===== src/rtl/bt656_rx.sv =====
// BT.656 receiver: decodes FF-00-00-XY timing references and packs active-line
// Cb/Y, Cr/Y byte pairs into 16-bit words, one valid/sop/eop packet per line.
module bt656_rx #(
  parameter int DATA_WIDTH = 8,
  parameter int MAX_WORDS  = 720,
  parameter int CHECK_PROT = 0
) (
  input  logic                  clock,
  input  logic                  reset,
  input  logic [DATA_WIDTH-1:0] data,
  output logic [15:0]           out_data,
  output logic                  out_valid,
  output logic                  out_sop,
  output logic                  out_eop,
  output logic                  out_field,
  output logic [10:0]           out_line,
  output logic                  locked,
  output logic                  sync_error,
  output logic                  xy_error,
  output logic                  len_error
);

  localparam int CW = $clog2(MAX_WORDS + 2);
  localparam logic [CW-1:0] MAX_CNT = CW'(MAX_WORDS);
  localparam logic [CW-1:0] SAT_CNT = CW'(MAX_WORDS + 1);

  typedef enum logic [2:0] {SEARCH, HDR1, HDR2, HDR3, BLANK, ACTIVE} state_t;
  state_t state, state_next;

  logic                  is_ff, is_00;
  logic                  f_bit, v_bit, h_bit;
  logic [3:0]            prot;
  logic                  hdr_abort, xy_ok, xy_bad, chroma_en, word_done;

  logic                  phase;
  logic [DATA_WIDTH-1:0] chroma;
  logic [15:0]           held_data;
  logic                  held_valid, held_sop, sop_pending;
  logic                  in_line, f_reg, line_f;
  logic [CW-1:0]         word_cnt;
  logic [10:0]           line_cnt;

  assign is_ff = (data == '1);
  assign is_00 = (data == '0);
  assign f_bit = data[6];
  assign v_bit = data[5];
  assign h_bit = data[4];
  assign prot  = {v_bit ^ h_bit, f_bit ^ h_bit, f_bit ^ v_bit, f_bit ^ v_bit ^ h_bit};

  always_ff @(posedge clock) begin
    if (reset) state <= SEARCH;
    else       state <= state_next;
  end

  always_comb begin
    state_next = state;
    hdr_abort  = 1'b0;
    xy_ok      = 1'b0;
    xy_bad     = 1'b0;
    chroma_en  = 1'b0;
    word_done  = 1'b0;
    if (is_ff) begin
      state_next = HDR1;
    end else begin
      case (state)
        HDR1: begin
          if (is_00) state_next = HDR2;
          else begin
            state_next = SEARCH;
            hdr_abort  = 1'b1;
          end
        end
        HDR2: begin
          if (is_00) state_next = HDR3;
          else begin
            state_next = SEARCH;
            hdr_abort  = 1'b1;
          end
        end
        HDR3: begin
          if (!data[7]) begin
            state_next = SEARCH;
            hdr_abort  = 1'b1;
          end else if (CHECK_PROT != 0 && data[3:0] != prot) begin
            state_next = SEARCH;
            xy_bad     = 1'b1;
          end else begin
            xy_ok      = 1'b1;
            state_next = (h_bit || v_bit) ? BLANK : ACTIVE;
          end
        end
        ACTIVE: begin
          chroma_en = !phase;
          word_done = phase;
        end
        default: ;
      endcase
    end
  end

  always_ff @(posedge clock) begin
    if (reset) begin
      out_data    <= '0;
      out_valid   <= 1'b0;
      out_sop     <= 1'b0;
      out_eop     <= 1'b0;
      out_field   <= 1'b0;
      out_line    <= '0;
      locked      <= 1'b0;
      sync_error  <= 1'b0;
      xy_error    <= 1'b0;
      len_error   <= 1'b0;
      phase       <= 1'b0;
      chroma      <= '0;
      held_data   <= '0;
      held_valid  <= 1'b0;
      held_sop    <= 1'b0;
      sop_pending <= 1'b0;
      in_line     <= 1'b0;
      f_reg       <= 1'b0;
      line_f      <= 1'b0;
      word_cnt    <= '0;
      line_cnt    <= '0;
    end else begin
      out_valid  <= 1'b0;
      out_sop    <= 1'b0;
      out_eop    <= 1'b0;
      sync_error <= 1'b0;
      xy_error   <= 1'b0;
      len_error  <= 1'b0;

      if (is_ff) phase <= 1'b0;

      if (hdr_abort) begin
        sync_error <= 1'b1;
        locked     <= 1'b0;
        held_valid <= 1'b0;
        in_line    <= 1'b0;
      end

      if (xy_bad) xy_error <= 1'b1;

      if (xy_ok) begin
        locked <= 1'b1;
        f_reg  <= f_bit;
        if (h_bit) begin
          // EAV: the held word is the last of the line and closes the packet
          if (held_valid) begin
            out_valid  <= 1'b1;
            out_data   <= held_data;
            out_sop    <= held_sop;
            out_eop    <= 1'b1;
            out_field  <= line_f;
            out_line   <= line_cnt;
            held_valid <= 1'b0;
          end
          if (in_line) len_error <= (word_cnt != MAX_CNT);
          in_line <= 1'b0;
        end else begin
          held_valid <= 1'b0;
          in_line    <= !v_bit;
          if (!v_bit) begin
            word_cnt    <= '0;
            phase       <= 1'b0;
            sop_pending <= 1'b1;
            line_f      <= f_bit;
          end
        end
        if (f_bit != f_reg)             line_cnt <= '0;
        else if (h_bit && held_valid)   line_cnt <= line_cnt + 11'd1;
      end

      if (chroma_en) begin
        chroma <= data;
        phase  <= 1'b1;
      end

      if (word_done) begin
        phase <= 1'b0;
        if (word_cnt != SAT_CNT) word_cnt <= word_cnt + 1'b1;
        // Words beyond MAX_WORDS leave the held word in place for the EAV eop
        if (word_cnt < MAX_CNT) begin
          if (held_valid) begin
            out_valid <= 1'b1;
            out_data  <= held_data;
            out_sop   <= held_sop;
            out_field <= line_f;
            out_line  <= line_cnt;
          end
          held_data   <= {chroma, data};
          held_sop    <= sop_pending;
          sop_pending <= 1'b0;
          held_valid  <= 1'b1;
        end
      end
    end
  end

endmodule


===== config.mk =====
export PLATFORM = sky130hd
export DESIGN_NAME = bt656_rx
export DESIGN_NICKNAME = d
export VERILOG_FILES = /design/src/rtl/bt656_rx.sv
export SDC_FILE = /design/constraint.sdc
export NUM_CORES = 1
export LEC_CHECK = 0
export CAP_MARGIN = 20
export CORE_MARGIN = 4
export CORE_UTILIZATION = 38
export CTS_CLUSTER_DIAMETER = 120
export DETAILED_ROUTE_END_ITERATION = 12
export GPL_ROUTABILITY_DRIVEN = 0
export PLACE_DENSITY = 0.64
export SLEW_MARGIN = 5
export SYNTH_ARGS = -nofsm -noshare
export SYNTH_HDL_FRONTEND = slang
export SYNTH_SLANG_ARGS = --single-unit

===== constraint.sdc =====
create_clock -name clock -period 1.8 [get_ports clock]
set_input_delay 0.18 -clock clock [delete_from_list [all_inputs] [get_ports clock]]
set_output_delay 0.18 -clock clock [all_outputs]
set_load 0.02 [all_outputs]

==> flow_metrics.tcl <==
set metrics [dict create \
    power_density_nw_per_um2 671 \
    synth_cell_type_count 59 \
    drt.antenna.violating_nets 0 \
    yosys_most_used_dff "dfxtp_1" \
    timing.rr.end "word_cnt[3]$_SDFF_PP0_" \
    crit_path_start_kind "register" \
    finClkSkew_ns 0.00922 \
    ir_worst_vdd_uv 394 \
    critPathKind "register to register" \
    routed_via_density 5.32 \
    dpl.hpwl_microns 7060 \
    drive_above_1_share_pct 16.5 \
    drt-wirelength-per-cell_microns 14.8 \
    htreeDepth 3 \
    pin_count 45 \
    async_reset_ff_share_pct 0 \
    numCtsBuffers 9 \
    cts_num_sinks 89 \
    grt_pass1_wl_microns 16500 \
    largestRegisters "held_data: 16 flops, out_data: 16 flops" \
    startpoint "word_cnt[6]$_SDFF_PP0_" \
    syn_area_sq_um 3990 \
    critPathMaxFanout 7 \
    drv_slew 0 \
    status "finished clean" \
    drv_cap 0 \
    grt.overflow.total 0 \
    fin_crit_ns 1.77 \
    fin_nets 541 \
    syn_to_final_growth_pct 26.8 \
    fmax_ghz 0.565 \
    regToRegStartpoint "word_cnt[6]$_SDFF_PP0_" \
    grt_use_total_pct 15.9 \
    crit_path_end_kind "register" \
    die_w_microns 111 \
    clockBufferDepth 2 \
    holdPathStages 3 \
    path_clk_slew_ns 0.09 \
    yosysWarnings 0 \
    fp-row-count 37 \
    ys_seq_elements 89 \
    initial_core_util_pct 38.8 \
    ys_top_cells_by_area "dfxtp_1, mux2i_1, nand2_1, a21oi_1, nand3_1" \
    p_leak_nw 1.78 \
    syn-num-nets 468 \
    hold_end "line_f$_SDFFE_PP0P_" \
    clkLatencyLatePin_ns 0.36 \
    timing.reg2reg.setup_slack_ns 0.03 \
    io_buffers 43 \
    drt_iter0_markers 293 \
    diodes 0 \
    total_power_mw 3.39 \
    hold_buffers 0 \
    dpl_worst_slack_ns -0.396 \
    grt_start_max_net_pins 34 \
    die_height_microns 111 \
    setup-violations-final 0 \
    cts_tree "yes" \
    hold_viol 0 \
    syn_inst 454 \
    wirelength_microns 9900 \
    placedCellCount 651 \
    slowest_delay_ns 0.47 \
    grt_pass1_vias 3413 \
    antenna_found_initial 0 \
    rr_worst_depth 5 \
    yosysTopAreaCell "dfxtp_1" \
    path_cells "and4b_1, and3_1, buf_4, or4_1, a21boi_0" \
    fin_crit_sh_pct 98.4 \
    min_from "data[6]" \
    drc 0 \
    critical_path_required_ns 2.07 \
    arrival_ns 2.04 \
    instances_no_fill 668 \
    ys_seq_area_share_pct 44.6 \
    drtPass1Iterations 4 \
    slowest_stage "or4_1" \
    syn_area_per_cell_sq_um 8.79 \
    core-area_sq_um 10300 \
    dieArea_sq_um 12200 \
    netlist.area_leader.share_pct 44.6 \
    root_buffer "clkbuf_8" \
    vias 3553 \
    post_cts_buffers 0 \
    synth-edff-count 0 \
    hp-class "primary input to register" \
    setup_ws_ns 0.0292 \
]
[what timing repair did]
action	4_1_cts	5_1_grt
gates cloned	0	1
endpoints found under the setup margin	7	42
pin swaps	0	1
gates resized for setup	1	13
hold endpoints to repair	0	0
[power breakdown]
part	internal, mW	switching, mW
sequential	1.97	0.0000772
combinational	0.0482	0.0808
clock	0.531	0.769
total	2.54	0.850
[stage by stage]
step | TNS (ns) | area, sq um | hold slack [ns] | utilization [%]
5_1_grt | -0.0485 | 5060 | 0.251 | 49.2
3_5_place_dp | -20.61 | 4810 | 0.449 | 46.8
6_report | 0 | 5060 | 0.260 | 49.2
3_3_place_gp | -16.94 | 4810 | 0.444 | 46.8
4_1_cts | 0 | 5000 | 0.465 | 48.6
2_1_floorplan | 0 | 3990 | 0.324 | -
[cell usage in the layout (no fill, tap or decap), drive strengths merged, types with 4 or more instances in the layout]
cell type,count
a21oi,39
and4,4
buf,51
clkbuf,10
clkdlybuf4s50,41
dfxtp,89
ha,4
inv,14
mux2i,37
nand2,79
nand3,28
nand4,6
nor2,17
nor3,4
o211ai,4
o21ai,29
o31ai,9
or4,13
[worst max path at each step]
stage,endpoint
floorplan,out_data[0]$_SDFF_PP0_
finish,word_cnt[3]$_SDFF_PP0_
global placement,line_cnt[8]$_SDFFE_PP0P_
global route,word_cnt[3]$_SDFF_PP0_
CTS,word_cnt[3]$_SDFF_PP0_
detailed placement,line_cnt[8]$_SDFFE_PP0P_
[area by class of cell]
class	instances	area, sq um
Clock inverter	7	61.3
Tap cell	136	170
Clock buffer	9	124
Fill cell	1011	5220
Multi-Input combinational cell	322	2000
Inverter	10	37.5
Sequential cell	89	1790
Timing Repair Buffer	95	881
[cell usage after synthesis, types with 6 or more instances]
master,n
nor2_1,17
or4_1,13
nand4_1,6
o21ai_1,7
o31ai_1,9
inv_1,9
nand3_1,28
mux2i_1,37
clkbuf_1,16
o21ai_0,21
buf_2,9
nand2_1,79
a21oi_1,38
dfxtp_1,89
[critical path, delay by kind of cell (launching register included)]
family,cells,cell delay [ns]
simple gates,3,0.92
compound gates,1,0.22
flops,1,0.39
buf+inv,1,0.16
[layer usage]
| metal | up-vias | track usage [%] | routed length, microns |
|---|---|---|---|
| met4 | 0 | 4.68 | 62 |
| li1 | 1786 | - | - |
| met2 | 74 | 26.8 | 4890 |
| met5 | - | 0 | 0 |
| met3 | 7 | 3.78 | 383 |
| met1 | 1686 | 20.3 | 4570 |
[cells by family after synthesis]
kind of cell | synth area share [%]
compound gates | 15.9
xor+xnor | 0.219
simple gates | 22.6
flops | 44.6
fa+ha+maj | 1.25
buf+inv | 6.08
other cells | 0.0939
mux | 9.28
No activity file was read; power rests on OpenSTA's default activity.
